### src/rtl/trigger_pkg.sv
// Shared definitions for the trigger generator/monitor pair, so both ends
// agree on the nominal trigger timing and the monitor state encoding.
package trigger_pkg;

  localparam int TRIG_CNT_W = 26;
  localparam int EXP_PERIOD = 2_500_000;
  localparam int EXP_HIGH   = 1_250_000;

  typedef enum logic [1:0] {
    IDLE,
    ARM,
    TRACK
  } trig_state_e;

endpackage

### src/rtl/sync_edge.sv
// Two-flop synchronizer for an asynchronous level, followed by a
// previous-level register that yields single-cycle rise/fall strobes.
module sync_edge (
  input  logic i_clk,
  input  logic rst,
  input  logic i_async,
  output logic s,
  output logic rise,
  output logic fall
);

  logic meta;
  logic s_d;

  // Synchronizer chain and delayed copy for edge detection.
  // NOTE: sequential state is written with <= so every flop samples the
  // pre-edge value of its neighbour; = here would collapse the chain.
  always_ff @(posedge i_clk) begin
    if (rst) begin
      meta <= 1'b0;
      s    <= 1'b0;
      s_d  <= 1'b0;
    end else begin
      meta <= i_async;
      s    <= meta;
      s_d  <= s;
    end
  end

  assign rise = s & ~s_d;
  assign fall = ~s & s_d;

endmodule

### src/rtl/trigger_monitor.sv
// Measures period and high time of a returned trigger square wave,
// checks both against expected values, tracks lock and detects loss.
module trigger_monitor
  import trigger_pkg::*;
#(
  parameter int CNT_W      = TRIG_CNT_W,
  parameter int EXP_PERIOD = trigger_pkg::EXP_PERIOD,
  parameter int EXP_HIGH   = trigger_pkg::EXP_HIGH,
  parameter int TOL        = 1_000,
  parameter int TIMEOUT    = 5_000_000,
  parameter int LOCK_N     = 4
) (
  input  logic             i_clk,
  input  logic             rst,
  input  logic             i_trig,
  output logic [CNT_W-1:0] o_period,
  output logic [CNT_W-1:0] o_high,
  output logic             o_valid,
  output logic             o_err_period,
  output logic             o_locked,
  output logic             o_err_timeout
);

  localparam int GOOD_W = $clog2(LOCK_N + 1);

  // Tolerance arithmetic runs one bit wider than the counters so the
  // absolute difference can never wrap.
  localparam logic [CNT_W:0]    EXP_P_V   = (CNT_W + 1)'(EXP_PERIOD);
  localparam logic [CNT_W:0]    EXP_H_V   = (CNT_W + 1)'(EXP_HIGH);
  localparam logic [CNT_W:0]    TOL_V     = (CNT_W + 1)'(TOL);
  localparam logic [CNT_W-1:0]  TIMEOUT_V = CNT_W'(TIMEOUT);
  localparam logic [CNT_W-1:0]  CNT_MAX   = '1;
  localparam logic [GOOD_W-1:0] LOCK_V    = GOOD_W'(LOCK_N);

  function automatic logic out_of_tol(input logic [CNT_W:0] meas,
                                      input logic [CNT_W:0] exp_v);
    logic [CNT_W:0] diff;
    diff = (meas >= exp_v) ? (meas - exp_v) : (exp_v - meas);
    return diff > TOL_V;
  endfunction

  logic              s;
  logic              rise;
  logic              fall;
  logic [CNT_W-1:0]  cnt;
  logic [CNT_W-1:0]  hi_cnt;
  logic [CNT_W-1:0]  hi_hold;
  logic [GOOD_W-1:0] good_cnt;
  logic [GOOD_W-1:0] good_inc;
  trig_state_e       state_q;
  trig_state_e       state_d;
  logic              report;
  logic              timeout_hit;
  logic              meas_err;

  sync_edge u_sync (
    .i_clk   (i_clk),
    .rst     (rst),
    .i_async (i_trig),
    .s       (s),
    .rise    (rise),
    .fall    (fall)
  );

  // Period and high-time counters; hi_hold latches the high time at each fall.
  always_ff @(posedge i_clk) begin
    if (rst) begin
      cnt     <= '0;
      hi_cnt  <= '0;
      hi_hold <= '0;
    end else begin
      if (rise) begin
        cnt <= CNT_W'(1);
      end else if (cnt != CNT_MAX) begin
        cnt <= cnt + 1'b1;
      end

      if (rise) begin
        hi_cnt <= CNT_W'(1);
      end else if (s && hi_cnt != CNT_MAX) begin
        hi_cnt <= hi_cnt + 1'b1;
      end

      if (fall && state_q != IDLE) begin
        hi_hold <= hi_cnt;
      end
    end
  end

  // State register.
  always_ff @(posedge i_clk) begin
    if (rst) begin
      state_q <= IDLE;
    end else begin
      state_q <= state_d;
    end
  end

  // Next state, report/timeout strobes and tolerance check; a rise always
  // takes priority over a timeout reached on the same cycle.
  // NOTE: every signal gets a default before the case so no path leaves
  // one unassigned, which would otherwise infer a latch.
  always_comb begin
    state_d     = state_q;
    report      = 1'b0;
    timeout_hit = 1'b0;
    meas_err    = out_of_tol({1'b0, cnt}, EXP_P_V) |
                  out_of_tol({1'b0, hi_hold}, EXP_H_V);
    good_inc    = (good_cnt == LOCK_V) ? good_cnt : good_cnt + 1'b1;
    unique case (state_q)
      IDLE: begin
        if (rise) state_d = ARM;
      end
      ARM, TRACK: begin
        if (rise) begin
          state_d = TRACK;
          report  = 1'b1;
        end else if (cnt >= TIMEOUT_V) begin
          state_d     = IDLE;
          timeout_hit = 1'b1;
        end
      end
      default: state_d = IDLE;
    endcase
  end

  // Reported measurements, lock tracking and trigger-lost flag.
  always_ff @(posedge i_clk) begin
    if (rst) begin
      o_period      <= '0;
      o_high        <= '0;
      o_valid       <= 1'b0;
      o_err_period  <= 1'b0;
      o_locked      <= 1'b0;
      o_err_timeout <= 1'b0;
      good_cnt      <= '0;
    end else begin
      o_valid      <= report;
      o_err_period <= report & meas_err;

      if (report) begin
        o_period <= cnt;
        o_high   <= hi_hold;
        if (meas_err) begin
          good_cnt <= '0;
          o_locked <= 1'b0;
        end else begin
          good_cnt <= good_inc;
          o_locked <= (good_inc == LOCK_V);
        end
      end

      if (timeout_hit) begin
        o_err_timeout <= 1'b1;
        o_locked      <= 1'b0;
        good_cnt      <= '0;
      end else if (rise) begin
        o_err_timeout <= 1'b0;
      end
    end
  end

endmodule
### config.mk
export PLATFORM = sky130hd
export DESIGN_NAME = trigger_monitor
export DESIGN_NICKNAME = d
export VERILOG_FILES = /design/src/rtl/trigger_pkg.sv /design/src/rtl/sync_edge.sv /design/src/rtl/trigger_monitor.sv
export SDC_FILE = /design/constraint.sdc
export NUM_CORES = 1
export LEC_CHECK = 0
export CAP_MARGIN = 10
export CORE_AREA = 2 2 115 128
export CTS_CLUSTER_DIAMETER = 80
export CTS_CLUSTER_SIZE = 24
export DETAILED_ROUTE_END_ITERATION = 7
export DIE_AREA = 0 0 117 130
export PLACE_DENSITY = 0.76
export SYNTH_ARGS = -nofsm -noshare
export SYNTH_HDL_FRONTEND = slang
export SYNTH_SLANG_ARGS = --single-unit
### constraint.sdc
create_clock -name i_clk -period 4.5 [get_ports i_clk]
set_input_delay 0.9 -clock i_clk [delete_from_list [all_inputs] [get_ports i_clk]]
set_output_delay 0.9 -clock i_clk [all_outputs]
set_load 0.005 [all_outputs]
==> flow_summary.yaml <==
cells_and_area:
  multi_input_area_mm2: 0.00495
  seq_area_mm2: 0.00284
  drive_above_1_share_pct: 5.51
  layout.filler_cells: 1267
  syn_to_final_growth_pct: 13.0
  antenna_cells: 0
  final_area_mm2: 0.00932
  nets: 1129
setup_path:
  worstPathMaxFanout: 11
  crit_required_ns: 4.85
  critPathSlowestCell: "o31ai_1"
  r2r_slack_ns: 0.51
  crit_start: "cnt[6]$_SDFFE_PP0P_"
  cp.arrival_ns: 4.34
  worstSetupPathType: "reg -> reg"
  crit_buf_inv: 1
  cp.depth: 11
  cp_top_family: "compound AO/OA/AOI/OAI gates"
  reg2reg_from: "cnt[6]$_SDFFE_PP0P_"
  slowest_delay_ns: 0.59
  critPathLaunchType: "flip-flop"
  endpoint: "good_cnt[2]$_SDFFE_PP0P_"
  crit_path_end_kind: "flip-flop"
  r2r_cells: 11
  r2r-end: "good_cnt[2]$_SDFFE_PP0P_"
  path_cells: "inv_1, ha_1, and3_1, and4_1, o31ai_1, nand2_1, o41ai_1, o311ai_0, a2111oi_4, nand3_2, a211oi_2"
yosys:
  syn-num-nets: 1131
  syn_inst: 1114
  synthArstFlopShare_pct: 0
  ys_ff_latch: 142
  ys_seq_area_share_pct: 34.5
  yosys.area_share.simple_pct: 29.5
  synth_compound_area_share_pct: 21.8
  synth_top_family_by_area: "simple AND/OR/NAND/NOR gates"
  yosys_warnings: 0
  synthMuxAreaShare_pct: 1.64
  synth.avg_cell_area_um2: 7.40
  synthesis.area_mm2: 0.00825
  yosys.cell_types.count: 80
  synth_edf_count: 0
  ys.flop_type: "dfxtp_1"
  synthAdderAreaFrac_pct: 2.12
  synth-xor-area-share_pct: 4.88
flow_run:
  drv_cap: 0
die:
  die-height_um: 130
  design.core.area_mm2: 0.0141
  start_util_pct: 58.5
  row_count: 46
  io-pin-count: 59
  die_w_um: 117
  die_area_mm2: 0.0152
timing:
  rsz0062_at_grt: "false"
  timing.fmax_mhz: 251
  hold_viol: 0
  setup_violations: 0
  drv_slew: 0
  fin_setup_tns_ns: 0
  period_needed_ns: 3.99
  clock_skew_ns: 0.00665
  final.period_utilization_pct: 88.6
  slew-limit-headroom_pct: 23.2
  tightestPinTransition_ns: 1.15
clock_tree:
  cts_tree: "done"
  postCtsSetupBuffers: 0
  clockBufferDepth: 2
  cts_resized: 0
  cts.clk_slew.worst_paths_ns: 0.06
  htreeDepth: 4
  numCtsBuffers: 17
  clock_sinks: 142
  hold_buffers: 0
  clkLatencyLatePin_ns: 0.43
  clockRootBuffer: "clkbuf_16"
detailed_routing:
  post-route-drc-count: 0
  wl_per_cell_um: 16.0
  vias: 8005
  ant_nets: 0
  wl_mm: 21.1
  first_iter_violations: 943
  dr.pass1.iters: 5
  via_per_inst: 6.08
global_route:
  track_usage_pct: 28.4
  grt_max_degree: 89
  grt_pass1_vias: 7139
  grt_first_pass_wirelength_mm: 34.8
  grt-ovfl-total: 0
  antenna_found_initial: 0
min_path:
  hold_path_class: "reg -> reg"
placement:
  post-dp-hpwl_mm: 14.6
  placed_cell_area_mm2: 0.00878
  numPortBuffers: 58
  gp_congestion: 0.945
power:
  power-per-cell-area_mw_per_mm2: 281
  p_leak_uw: 0.00304
  peakVddDrop_mv: 0.219
run_status:
  status: "complete, no violations"
## synthesized netlist by cell type, types with 7 or more instances
master     number  area share, %
o21ai_0        39            2.4
nand2b_1        7           0.53
or3_1          17            1.3
o211ai_1       12            1.1
nand4_1        22            1.7
nand2_1       221             10
xnor2_1        24            2.5
nor3_1         32            1.9
xor2_1         22            2.3
ha_1           14            2.1
o2111ai_1       9           0.96
and2_1         15            1.1
o31ai_1         9           0.82
nand3_1        25            1.5
inv_1          30            1.4
mux2i_1         9            1.1
dfxtp_1       142             34
a31oi_1        10           0.76
nor2_1         86            3.9
clkbuf_1       74            3.4
and3_1         12           0.91
a21oi_1       117            7.1
nor4_1         12           0.91
nor2b_1         9           0.68
## worst reg2reg max path, cell delays in order, from the launching register on
cell       delay (ns)
dfxtp_1          0.52
inv_1            0.21
ha_1             0.28
and3_1           0.19
and4_1           0.23
o31ai_1          0.59
nand2_1          0.40
o41ai_1          0.36
o311ai_0         0.27
a2111oi_4        0.50
nand3_2          0.13
a211oi_2         0.22
## how the worst min path moves through the flow
stage                                 from                   to  slack, ns  depth (start not counted)
floorplan           u_sync.meta$_SDFF_PP0_  u_sync.s$_SDFF_PP0_       0.41                          1
global placement    u_sync.meta$_SDFF_PP0_  u_sync.s$_SDFF_PP0_       0.43                          1
detailed placement  u_sync.meta$_SDFF_PP0_  u_sync.s$_SDFF_PP0_       0.43                          1
CTS                 u_sync.meta$_SDFF_PP0_  u_sync.s$_SDFF_PP0_       0.45                          1
global route        u_sync.meta$_SDFF_PP0_  u_sync.s$_SDFF_PP0_       0.45                          1
finish              u_sync.meta$_SDFF_PP0_  u_sync.s$_SDFF_PP0_       0.44                          1
## layout by cell type (no fill, tap or decap), types with 24 or more instances in the layout
master	instances
nand2_1	220
dfxtp_1	142
a21oi_1	117
nor2_1	86
clkdlybuf4s50_1	57
o21ai_0	39
nor3_1	32
inv_1	30
nand3_1	25
xnor2_1	24
## stage by stage
step / hold slack (ns) / cells / setup WS [ns] / power, uW / util [%]
finish: 0.443 / 1317 / 0.511 / 2620 / 66.1
global route: 0.454 / 1317 / 0.139 / 2700 / 66.1
CTS: 0.446 / 1317 / 0.552 / 2630 / 66.1
detailed placement: 0.434 / 1285 / 0.590 / 1360 / 62.3
global placement: 0.432 / 1285 / 0.799 / 1360 / 62.3
floorplan: 0.414 / 1114 / 1.12 / 1340 / -
## kinds of logic (layout without fill, tap and decap cells)
kind of cell / after synthesis / in the layout
xor+xnor: 46 / 46
fa+ha+maj: 14 / 14
compound gates: 277 / 277
simple gates: 505 / 505
mux: 13 / 13
flops: 142 / 142
buf+inv: 117 / 128
## state kept, by name, summed over array words and instances, names as in the netlist
name           flops
good_cnt           3
u_sync.s_d         1
hi_hold           26
u_sync.s           1
o_err_period       1
o_period          26
o_high            26
u_sync.meta        1
cnt               26
o_valid            1
o_locked           1
hi_cnt            26
o_err_timeout      1
state_q            2
## report_power, final
part / internal [uW] / total [uW] / switching, uW
sequential: 1260 / 1270 / 6.77
clock: 757 / 1280 / 526
combinational: 20.2 / 67.8 / 47.6
total: 2040 / 2620 / 580
## per-layer routing
layer / part of all wire [%] / global-route usage, %
met2: 50 / 47.7
met3: 4.8 / 5.99
met4: 3.3 / 12.5
met1: 42 / 35.1
met5: 0 / 0
## area by class of cell
cell class / instances / area share [%]
Multi-Input combinational cell: 855 / 53.1
Inverter: 30 / 1.21
Timing Repair Buffer: 66 / 6.82
Tap cell: 192 / 2.58
Clock buffer: 22 / 4.77
Clock inverter: 10 / 0.980
Sequential cell: 142 / 30.5
Note: power is estimated with default switching activity, not from simulation.
==> variant 1: new RTL, config.mk and constraints unchanged <==
Make the reset (`rst`) asynchronous in 4 clocked blocks.
--- a/src/rtl/sync_edge.sv
+++ b/src/rtl/sync_edge.sv
@@ -17,3 +17,3 @@
   // pre-edge value of its neighbour; = here would collapse the chain.
-  always_ff @(posedge i_clk) begin
+  always_ff @(posedge i_clk or posedge rst) begin
     if (rst) begin
--- a/src/rtl/trigger_monitor.sv
+++ b/src/rtl/trigger_monitor.sv
@@ -65,3 +65,3 @@
   // Period and high-time counters; hi_hold latches the high time at each fall.
-  always_ff @(posedge i_clk) begin
+  always_ff @(posedge i_clk or posedge rst) begin
     if (rst) begin
@@ -90,3 +90,3 @@
   // State register.
-  always_ff @(posedge i_clk) begin
+  always_ff @(posedge i_clk or posedge rst) begin
     if (rst) begin
@@ -127,3 +127,3 @@
   // Reported measurements, lock tracking and trigger-lost flag.
-  always_ff @(posedge i_clk) begin
+  always_ff @(posedge i_clk or posedge rst) begin
     if (rst) begin
Formal check against the unedited RTL: differs if rst is asserted again (counterexample within 10 cycles, from zero or initial values and one cycle with rst high); with rst held inactive, the same outputs for 10 cycles.
==> variant 1 against the original RTL <==
  * Cell count fell by 8.6%
  * Critical path depth fell by 2
  * Sequential cell count did not move
  * Setup slack improved by 27 ps
  * Hold slack got worse by 79 ps
  * Die area did not move
  * Sequential share of layout area rose by 4.8 points
  * Wire length rose by 14%
  * Count of clock-buffer cells in the layout fell by 3
  * Cell area rose by 7.9%
  * Synthesized area rose by 6.6%
  * Critical path type unchanged
  * Critical endpoint is now good_cnt[1]
Power is not compared: it rests on default switching activity, and its combinational part moved more than twofold at a synthesized area within 25%.
==> variant 1: results (changes against the original RTL) <==
Drt
  • Average routed wire per standard cell: 20.1 um (+25%)
  • Met1 wire length: 9630 um (+8.5%)
  • Routed length on met3: 1300 um (+29%)
  • Total via count in the routed design: 7781 (-2.8%)
  • Routed wire length: 24200 um (+14%)
  • Length of the first detailed-routing pass in iterations: 7 (+2)
  • DR iter-0 viols: 948 (+0.53%)

Final layout
  • Filler Cell Count: 1100 (-13%)
  • Buffers outside the clock class: 71 (+7.6%)
  • #MultiIn Comb: 737 (-14%)
  • Proportion of cell area occupied by multi-input gates: 0.483 (-0.0486)
  • Count of clock buffers in the final design: 19 (-14%)
  • Layout cells sized above 1: 0.129 (+0.0743)
  • Number of antenna cells inserted: 0 (unchanged)
  • Post-layout nets: 1015 (-10%)
  • Signal buf overhead: 0.0700 (+0.00173)
  • Portion of the layout cell area used by clock cells: 0.0584 (+0.000897)

Place
  • Placer's final routability congestion estimate: 0.997 (+5.5%)
  • Area after detailed placement: 9470 sq um (+7.8%)
  • Half-perimeter wire length after placement: 17200 um (+18%)
  • Worst slack, placed: 675 ps (+85.5 ps)

Synthesis
  • Portion of the post-synthesis area used by sequential elements: 0.404 (+0.0597)
  • Top cells by count, synth: sky130_fd_sc_hd__dfrtp_1, sky130_fd_sc_hd__nor2_1, sky130_fd_sc_hd__nand2_1
  • Proportion of netlist area held by the largest area contributor: 0.404 (+0.0597)
  • Post-synthesis instance total: 978 (-12%)
  • Fraction of synthesized cell area in xor and xnor cells: 0.0568 (+0.00796)
  • Async set or reset register ratio after synthesis: 1.00 (+1.00)
  • Synthesized net count: 994 (-12%)
  • Adder and majority cell fraction of the synthesized area: 0.0185 (-0.00273)
  • Post-synthesis average cell area: 8.99 sq um (+21%)
  • Synth Area in Compound Gates: 0.158 (-0.0592)
  • Cells taking the most area after synthesis: sky130_fd_sc_hd__dfrtp_1, sky130_fd_sc_hd__mux2_2, sky130_fd_sc_hd__nor2_1, sky130_fd_sc_hd__xor2_1, sky130_fd_sc_hd__o21ai_0
  • Ys Warns: 0 (unchanged)
  • Mux contribution to synthesized area: 0.0787 (+0.0623)

STA
  • Worst slew pin tran: 1070 ps (-82.8 ps)
  • Fmax: 0.252 GHz (+0.69%)
  • Hold slack final: 364 ps (-78.8 ps)
  • Post-Route Skew: 10.9 ps (+4.28 ps)

Global routing
  • Met3 global-route usage: 0.0539 (-0.00604)
  • Global-route track usage on met2: 0.560 (+0.0826)
  • Met1 track demand over resource: 0.411 (+0.0592)
  • Via count of the first global-routing pass: 7352 (+3.0%)
  • Wire length of the first global-routing pass: 38700 um (+11%)

Run status
  • Result of the run: finished, final reports clean

Pwr
  • Total power draw: 3.36 mW

Worst setup path
  • Critical Path AT: 4310 ps (-30 ps)
  • Critical path fanouts, max: 19 (+8)
  • Slowest CP cell: sky130_fd_sc_hd__nor4b_1
## variant 1: changes by cell type after synthesis, moves of 8 or more
cell / before / now
sky130_fd_sc_hd__mux2_2: 4 / 55
sky130_fd_sc_hd__clkbuf_1: 74 / 53
sky130_fd_sc_hd__o21ai_0: 39 / 66
sky130_fd_sc_hd__dfxtp_1: 142 / 0
sky130_fd_sc_hd__nand2_1: 221 / 83
sky130_fd_sc_hd__xor2_1: 22 / 39
sky130_fd_sc_hd__nor2_1: 86 / 94
sky130_fd_sc_hd__nand3_1: 25 / 43
sky130_fd_sc_hd__a21oi_1: 117 / 43
sky130_fd_sc_hd__o2111ai_1: 9 / 1
sky130_fd_sc_hd__dfrtp_1: 0 / 142
## variant 1: worst paths after layout
check | start | end | cells after the start
max | cnt[19] | good_cnt[1] | 9
min | u_sync.meta | u_sync.s | 0
max reg2reg | cnt[19] | good_cnt[1] | 9
min reg2reg | u_sync.meta | u_sync.s | 0
max in group asynchronous | rst | cnt[16] | 3
min in group asynchronous | rst | hi_cnt[4] | 2
==> variant 2: new RTL, config.mk and constraints unchanged <==
Without the edit above. `LOCK_N`: 4 -> 8.
--- a/src/rtl/trigger_monitor.sv
+++ b/src/rtl/trigger_monitor.sv
@@ -10,3 +10,3 @@
   parameter int TIMEOUT    = 5_000_000,
-  parameter int LOCK_N     = 4
+  parameter int LOCK_N     = 8
 ) (
Behaviour: no difference found for any inputs over 10 cycles, from zero or initial values and one cycle with rst high; that may be too few to reach the edited logic, so the function may still have changed.
==> variant 2 against the original RTL <==
  * Die area unchanged
  * Critical path depth up 1
  * Cell area is 2.1% higher
  * Sequential share of layout area is 0.42 points lower
  * Setup slack improved by 74 ps
  * Synthesized area about the same
  * Clock skew is essentially flat
  * Core utilization grew 1.4 points
  * Synthesized cell count rose by 0.54%
  * Maximum frequency up 1.9%
  * Sequential cell count rose by 1
  * Wire length is 18% higher
  * Power grew 7.0%
  * Critical endpoint is now good_cnt[0]
==> variant 2: results (changes against the original RTL) <==
Synthesis
  • Portion of the post-synthesis area used by sequential elements: 0.347 (+0.00222)
  • Synthesized net count: 1138 (+0.62%)
  • Post-synthesis average cell area: 7.37 sq um (-0.48%)
  • Synth Area in Compound Gates: 0.220 (+0.00275)
  • Unique cell type count in the Yosys netlist: 78 (-2.5%)
  • Fraction of synthesized cell area in xor and xnor cells: 0.0552 (+0.00634)
  • Yosys reg bits: 143 (+0.70%)
  • Cells taking the most area after synthesis: sky130_fd_sc_hd__dfxtp_1, sky130_fd_sc_hd__nand2_1, sky130_fd_sc_hd__a21oi_1, sky130_fd_sc_hd__nor2_1, sky130_fd_sc_hd__clkbuf_1
  • Mux contribution to synthesized area: 0.0179 (+0.00151)
  • Top cells by count, synth: sky130_fd_sc_hd__nand2_1, sky130_fd_sc_hd__dfxtp_1, sky130_fd_sc_hd__a21oi_1
  • Adder and majority cell fraction of the synthesized area: 0.0227 (+0.00150)

Place
  • Placer's final routability congestion estimate: 0.974 (+3.1%)
  • Area after detailed placement: 8910 sq um (+1.4%)
  • Count of buffers inserted at the top-level ports: 58 (unchanged)
  • Worst slack, placed: 657 ps (+67.7 ps)

Final layout
  • Portion of the layout cell area used by clock cells: 0.0638 (+0.00631)
  • Relative area change from synthesis to final layout: 15.3%
  • Count of placed standard cells in the final layout, fillers left out: 1337 (+1.5%)
  • Sequential cell area share: 0.301 (-0.00420)
  • Signal buf overhead: 0.0794 (+0.0112)
  • #MultiIn Comb: 865 (+1.2%)
  • Post-layout nets: 1151 (+1.9%)
  • Number of antenna cells inserted: 0 (unchanged)
  • Non-clock inverter total of the final layout: 24 (-20%)
  • Footprint of the multi-input gates: 4960 sq um (+0.15%)

Pwr
  • Leakage power summed over all cells: 3.18 nW (+4.4%)
  • Part of the power in the clock network: 0.519 (+0.029)
  • Maximum ir drop on the vdd rail: 258 uV (+18%)
  • Total power draw: 2.80 mW (+7.0%)
  • Internal power: 2.20 mW (+8.1%)

Die
  • Overall die area: 15200 sq um (unchanged)

Worst setup path
  • Cell family contributing the most delay on the critical path: simple AND/OR/NAND/NOR gates
  • Worst reg2reg path startpoint: cnt[0]
  • FF-to-FF End: good_cnt[0]
  • Number of cells on the worst reg-to-reg path: 12 (+1)
  • Slowest CP cell: sky130_fd_sc_hd__or4b_1
  • Setup slack on the worst flop-to-flop path: 580 ps (+70 ps)
  • Critical Path AT: 4220 ps (-120 ps)

Run status
  • Result of the run: finished, final reports clean

Min path
  • Worst hold path depth: 2 (+1)
  • Hold Crit Start: o_high[10]
  • Destination of the worst hold path: o_high[10]

Global routing
  • Maximum number of pins on one net before global-route repair: 69 (-22%)
  • Wire length of the first global-routing pass: 39800 um (+15%)

STA
  • Hold slack final: 450 ps (+6.58 ps)
  • Post-Route Skew: 6.69 ps (+0.0427 ps)
  • Relative max-transition margin: 0.238 (+0.00552)

Drt
  • Length of the first detailed-routing pass in iterations: 7 (+2)
  • Routed wire length: 24900 um (+18%)
  • Total via count in the routed design: 8214 (+2.6%)
  • DR iter-0 viols: 816 (-13%)
## variant 2: cell count changes in the layout (fill, tap and decap cells not counted), moves of 6 or more
cell,unedited run,this run
sky130_fd_sc_hd__o2111ai_1,9,0
sky130_fd_sc_hd__xor2_1,22,31
sky130_fd_sc_hd__nand3_1,25,31
sky130_fd_sc_hd__a31oi_1,10,19
sky130_fd_sc_hd__inv_1,30,24
sky130_fd_sc_hd__a21oi_1,117,131
sky130_fd_sc_hd__buf_4,8,24
sky130_fd_sc_hd__and2_1,14,4
sky130_fd_sc_hd__and3_1,12,5
sky130_fd_sc_hd__o221ai_1,6,0
sky130_fd_sc_hd__o21a_1,3,10
sky130_fd_sc_hd__nand2_1,220,226
## variant 2: layer usage
layer	up-vias	GRT usage	routed length, um	part of all wire
met5	-	0	0	0
met1	3808	0.389	9750	0.39
met2	345	0.603	12600	0.51
met3	79	0.0539	1400	0.056
met4	0	0.156	1130	0.045
li1	3982	-	-	-
## variant 2: cells by family (layout without fill, tap and decap cells)
family / Yosys count / in the layout
simple gates: 494 / 494
mux: 14 / 14
compound gates: 290 / 290
flops: 143 / 143
xor+xnor: 52 / 52
fa+ha+maj: 15 / 15
buf+inv: 112 / 137
## variant 2: worst max-delay path by stage
| stage | startpoint | endpoint | slack, ps | cells past startpoint |
|---|---|---|---|---|
| 3_3_place_gp | hi_hold[5] | good_cnt[3] | 720 | 12 |
| 5_1_grt | cnt[0] | good_cnt[3] | 130 | 12 |
| 2_1_floorplan | hi_hold[5] | good_cnt[3] | 1100 | 13 |
| 6_report | cnt[0] | good_cnt[0] | 580 | 12 |
| 4_1_cts | cnt[0] | good_cnt[3] | 600 | 12 |
| 3_5_place_dp | hi_hold[5] | good_cnt[3] | 660 | 12 |
